**config.mk**
```make
export PLATFORM = sky130hd
export DESIGN_NAME = mem_arbiter
export DESIGN_NICKNAME = d
export VERILOG_FILES = /design/src/rtl/mem_arbiter.sv
export SDC_FILE = /design/constraint.sdc
export NUM_CORES = 1
export LEC_CHECK = 0
export CAP_MARGIN = 20
export CORE_ASPECT_RATIO = 1.4
export CORE_UTILIZATION = 30
export DETAILED_ROUTE_END_ITERATION = 16
export PLACE_DENSITY = 0.87
export SYNTH_ARGS = -nofsm -noshare
export SYNTH_HDL_FRONTEND = slang
export SYNTH_SLANG_ARGS = --single-unit
```
**constraint.sdc**
```tcl
create_clock -name clk -period 3.3 [get_ports clk]
set_input_delay 0.66 -clock clk [delete_from_list [all_inputs] [get_ports clk]]
set_output_delay 0.66 -clock clk [all_outputs]
set_load 0.02 [all_outputs]
```
**src/rtl/mem_arbiter.sv**
```systemverilog
// Two-master memory arbiter with round-robin tie-break and an in-order
// owner-tag FIFO that routes read data back to the master that issued the read.
module mem_arbiter #(
  parameter int unsigned MAX_RD = 4
) (
  input  logic        clk,
  input  logic        reset,
  input  logic [15:0] i_m0_addr,
  input  logic        i_m0_rd,
  input  logic        i_m0_wr,
  input  logic [15:0] i_m0_wrdata,
  output logic        o_m0_wait,
  output logic [15:0] o_m0_rddata,
  output logic        o_m0_rddatavalid,
  input  logic [15:0] i_m1_addr,
  input  logic        i_m1_rd,
  input  logic        i_m1_wr,
  input  logic [15:0] i_m1_wrdata,
  output logic        o_m1_wait,
  output logic [15:0] o_m1_rddata,
  output logic        o_m1_rddatavalid,
  output logic [15:0] o_mem_addr,
  output logic        o_mem_rd,
  output logic        o_mem_wr,
  output logic [15:0] o_mem_wrdata,
  input  logic        i_mem_wait,
  input  logic [15:0] i_mem_rddata,
  input  logic        i_mem_rddatavalid,
  output logic        o_rd_err
);

  localparam int unsigned PW = (MAX_RD > 1) ? $clog2(MAX_RD) : 1;
  localparam int unsigned CW = PW + 1;

  typedef enum logic [1:0] {IDLE, GRANT0, GRANT1} state_t;

  state_t            state;
  logic              last_owner;
  logic [MAX_RD-1:0] tags;
  logic [PW-1:0]     wr_ptr;
  logic [PW-1:0]     rd_ptr;
  logic [CW-1:0]     count;

  logic req0, req1;
  logic fifo_empty, fifo_full;
  logic pop, push, rd_stall, accept;
  logic head_tag;

  assign req0       = i_m0_rd | i_m0_wr;
  assign req1       = i_m1_rd | i_m1_wr;
  assign fifo_empty = (count == '0);
  assign fifo_full  = (count == CW'(MAX_RD));
  assign pop        = i_mem_rddatavalid & ~fifo_empty;
  // A pop in the same cycle frees a slot, so a full FIFO only blocks reads without one.
  assign rd_stall   = fifo_full & ~pop;
  assign head_tag   = tags[rd_ptr];

  always_comb begin
    o_mem_addr   = '0;
    o_mem_rd     = 1'b0;
    o_mem_wr     = 1'b0;
    o_mem_wrdata = '0;
    case (state)
      GRANT0: begin
        o_mem_addr   = i_m0_addr;
        o_mem_rd     = i_m0_rd & ~rd_stall;
        o_mem_wr     = i_m0_wr & ~i_m0_rd;
        o_mem_wrdata = i_m0_wrdata;
      end
      GRANT1: begin
        o_mem_addr   = i_m1_addr;
        o_mem_rd     = i_m1_rd & ~rd_stall;
        o_mem_wr     = i_m1_wr & ~i_m1_rd;
        o_mem_wrdata = i_m1_wrdata;
      end
      default: ;
    endcase
  end

  assign accept = (state != IDLE) & (o_mem_rd | o_mem_wr) & ~i_mem_wait;
  assign push   = accept & o_mem_rd;

  assign o_m0_wait = req0 & ~(accept & (state == GRANT0));
  assign o_m1_wait = req1 & ~(accept & (state == GRANT1));

  assign o_m0_rddata      = i_mem_rddata;
  assign o_m1_rddata      = i_mem_rddata;
  assign o_m0_rddatavalid = pop & ~head_tag;
  assign o_m1_rddatavalid = pop & head_tag;

  always_ff @(posedge clk) begin
    if (reset) begin
      state      <= IDLE;
      last_owner <= 1'b1;
    end else begin
      case (state)
        IDLE: begin
          if (req0 && req1)  state <= last_owner ? GRANT0 : GRANT1;
          else if (req0)     state <= GRANT0;
          else if (req1)     state <= GRANT1;
        end
        GRANT0: begin
          if (accept) begin
            last_owner <= 1'b0;
            if (req1)      state <= GRANT1;
            else if (req0) state <= GRANT0;
            else           state <= IDLE;
          end else if (!req0) begin
            state <= IDLE;
          end
        end
        GRANT1: begin
          if (accept) begin
            last_owner <= 1'b1;
            if (req0)      state <= GRANT0;
            else if (req1) state <= GRANT1;
            else           state <= IDLE;
          end else if (!req1) begin
            state <= IDLE;
          end
        end
        default: state <= IDLE;
      endcase
    end
  end

  always_ff @(posedge clk) begin
    if (reset) begin
      tags     <= '0;
      wr_ptr   <= '0;
      rd_ptr   <= '0;
      count    <= '0;
      o_rd_err <= 1'b0;
    end else begin
      if (push) begin
        tags[wr_ptr] <= (state == GRANT1);
        wr_ptr       <= wr_ptr + PW'(1);
      end
      if (pop) rd_ptr <= rd_ptr + PW'(1);
      case ({push, pop})
        2'b10:   count <= count + CW'(1);
        2'b01:   count <= count - CW'(1);
        default: ;
      endcase
      if (i_mem_rddatavalid && fifo_empty) o_rd_err <= 1'b1;
    end
  end

endmodule

```
==> impl_metrics.py <==
metrics = {
    "cts": {
        "clockRootBuffer": "clkbuf_8",
        "cts_max_path_buffers": 2,
        "cts_setup_buffers": 0,
        "htree_levels": 1,
        "clock_latency_ns": 0.26,
        "numClockSinks": 15,
        "numCtsBuffers": 3,
        "cts_tree": "yes",
        "cts.clk_slew.worst_paths_ns": 0.06,
    },
    "routing": {
        "routed_wl_mm": 6.118,
        "drt_iter0_drc": 69,
        "vias": 1834,
        "drc_errors": 0,
        "dr.pass1.iters": 4,
        "viasPerCell": 5.080,
        "ant_nets": 0,
        "routedWlPerCell_um": 16.95,
    },
    "worst_setup_path": {
        "crit_family": "buffers and inverters",
        "crit_required_ns": 2.64,
        "endpoint_kind": "primary output",
        "path_cells": "clkdlybuf4s50_1 > nor4b_4 > nor3_1 > buf_4 > and2_1 > clkdlybuf4s50_1",
        "crit_top_cell": "clkdlybuf4s50_1",
        "path_class": "input port to primary output",
        "max_stage_delay_ns": 0.62,
        "critPathLaunchType": "input port",
        "path_buf_inv": 3,
        "cp_slowest_cell": "clkdlybuf4s50_1",
        "cp.arrival_ns": 2.45,
        "path_max_fanout": 3,
    },
    "place": {
        "dp_hpwl_mm": 4.798,
        "port_buffers": 110,
        "gp_congestion": 0.9394,
        "dp.cells": 357,
    },
    "die": {
        "ioPinCount": 159,
        "die_y_um": 90.42,
        "die-area_um2": 5892,
        "fp.dieW_um": 65.16,
        "coreArea_um2": 5275,
        "rows": 31,
        "initial_core_util_pct": 31.76,
    },
    "layout": {
        "fin_nets": 394,
        "area_growth_pct": 59.90,
        "ff_latch_area_um2": 300.3,
        "diodes": 0,
        "fillers": 485,
        "fin_cells": 361,
        "multi_input_area_um2": 1039,
        "layout-drive-gt1-share_pct": 5.424,
    },
    "global_routing": {
        "grt_pass1_vias": 1801,
        "track_usage_pct": 19.79,
        "grt_pass1_wl_mm": 8.997,
        "antenna_found_initial": 0,
        "grt_max_degree": 35,
        "overflow": 0,
    },
    "synth": {
        "syn_inst": 219,
        "ys_types": 33,
        "syn_avg_cell_area_um2": 7.650,
        "syn_area_um2": 1675,
        "synth_top_area_share_pct": 17.92,
        "seq_area_frac_synth_pct": 17.92,
        "ys_dominant_reg_cell": "dfxtp_1",
        "yosys-top-cells-count": "buf_4, nor2b_1, a22oi_1",
        "synth_nets": 317,
        "yosysWarnings": 0,
        "yosys-top-cells-area": "dfxtp_1, buf_4, a22oi_1",
        "ys_async_sr_fraction_pct": 0,
        "synth-seq-cells": 15,
        "synth_edf_count": 0,
        "synth_top_cell_by_area": "dfxtp_1",
    },
    "timing": {
        "fin_crit_ns": 3.112,
        "slew_headroom_pct": 64.88,
        "fin_crit_sh_pct": 94.29,
        "slew_violations": 0,
        "setup_viol": 0,
        "fin_setup_tns_ns": 0,
        "finalHoldViolations": 0,
        "skew_ns": 0.002194,
        "worst_slew_pin_slew_ns": 0.5251,
        "clock.fmax_mhz": 321.4,
        "rsz0062_at_grt": "false",
    },
    "power_and_ir_drop": {
        "p_leak_uw": 0.0008995,
        "ir_worst_vdd_uv": 412.0,
        "power.density_nw_per_um2": 586.4,
    },
    "status": {
        "status": "finished, final reports clean",
    },
    "run": {
        "drv_cap": 0,
    },
    "min_path": {
        "hp-class": "flop to flop",
    },
}
path summary, 6_finish.rpt:
| check | start | endpoint | slack [ns] | cells past startpoint |
|---|---|---|---|---|
| max | i_mem_rddatavalid | o_mem_rd | 0.19 | 6 |
| min | tags[2]$_SDFFE_PP0P_ | tags[2]$_SDFFE_PP0P_ | 0.47 | 2 |
| max reg2reg | state[0]$_SDFFE_PP0P_ | count[2]$_SDFFE_PP0P_ | 0.65 | 11 |
| min reg2reg | tags[2]$_SDFFE_PP0P_ | tags[2]$_SDFFE_PP0P_ | 0.47 | 2 |
kinds of logic (layout without fill, tap and decap cells):
kind of cell / after synthesis / after routing / synth area share (%)
muxes: 2 / 2 / 1.942
adders and majority gates: 10 / 10 / 7.917
and+or+nand+nor: 74 / 74 / 25.09
buffers and inverters: 57 / 133 / 20.61
DFF: 15 / 15 / 17.92
AOI/OAI and AO/OA: 56 / 56 / 23.90
xor gates and xnor gates: 5 / 5 / 2.614
layout by cell type (no fill, tap or decap), types with 2 or more instances in the layout:
cell,instances
nand3_1,4
xnor2_1,2
o311a_1,2
clkdlybuf4s50_1,108
a22oi_1,32
inv_1,11
buf_4,7
a21oi_1,9
dfxtp_1,15
o211ai_1,2
ha_1,9
nor2_1,11
dlymetal6s2s_1,2
nand2_1,11
nor2b_1,35
or3b_1,3
clkbuf_8,3
xor2_1,3
a2111oi_0,2
o22ai_1,2
o21ai_0,3
and2_1,3
nor3_1,2
registers in the layout (all words and copies together) (netlist names):
signal and cells:
tags 4, count 3, rd_ptr 2, state 2
wr_ptr 2, last_owner 1, o_rd_err 1
tightest hold or removal path, cell delays in order (launching register included):
cell and delay (ns):
dfxtp_1 0.31, nand2_1 0.05, a21oi_1 0.06
layer usage:
layer,track usage [%],share of wire [%],vias to the layer above
li1,-,-,884
met1,22.22,39,834
met2,34.19,48,103
met3,6.187,12,13
met4,6.884,1.9,0
met5,0,0,-
through the flow:
stage,power (uW),setup slack (ns),utilization (%),hold WS [ns],instance area [um^2]
after floorplan,1008,0.6895,-,0.4273,1675
after global placement,1392,-0.008490,49.57,0.4397,2615
after detailed placement,1416,0.02010,49.57,0.4653,2615
after CTS,1582,0.01913,50.62,0.4741,2670
after global routing,1674,0.05027,50.78,0.5017,2679
final,1571,0.1885,50.78,0.4686,2679
where the power goes:
| part | internal, uW | total, uW | switching (uW) |
|---|---|---|---|
| clock network | 83.9 | 155 | 70.9 |
| logic | 576 | 1170 | 597 |
| registers | 209 | 242 | 33.2 |
area by class of cell:
| class | count | area share, % |
|---|---|---|
| clock buffers | 3 | 1.541 |
| clock inverters | 1 | 0.1868 |
| inverters | 11 | 1.541 |
| multi-input cells | 147 | 38.77 |
| flip-flops and latches | 15 | 11.21 |
| well taps | 66 | 3.083 |
| repair buffers | 118 | 43.67 |
timing repair:
item,in CTS,in global routing
setup endpoints to repair,2,3
resized for setup,1,3
hold buffers,0,0
(Power assumes the default switching activity.)
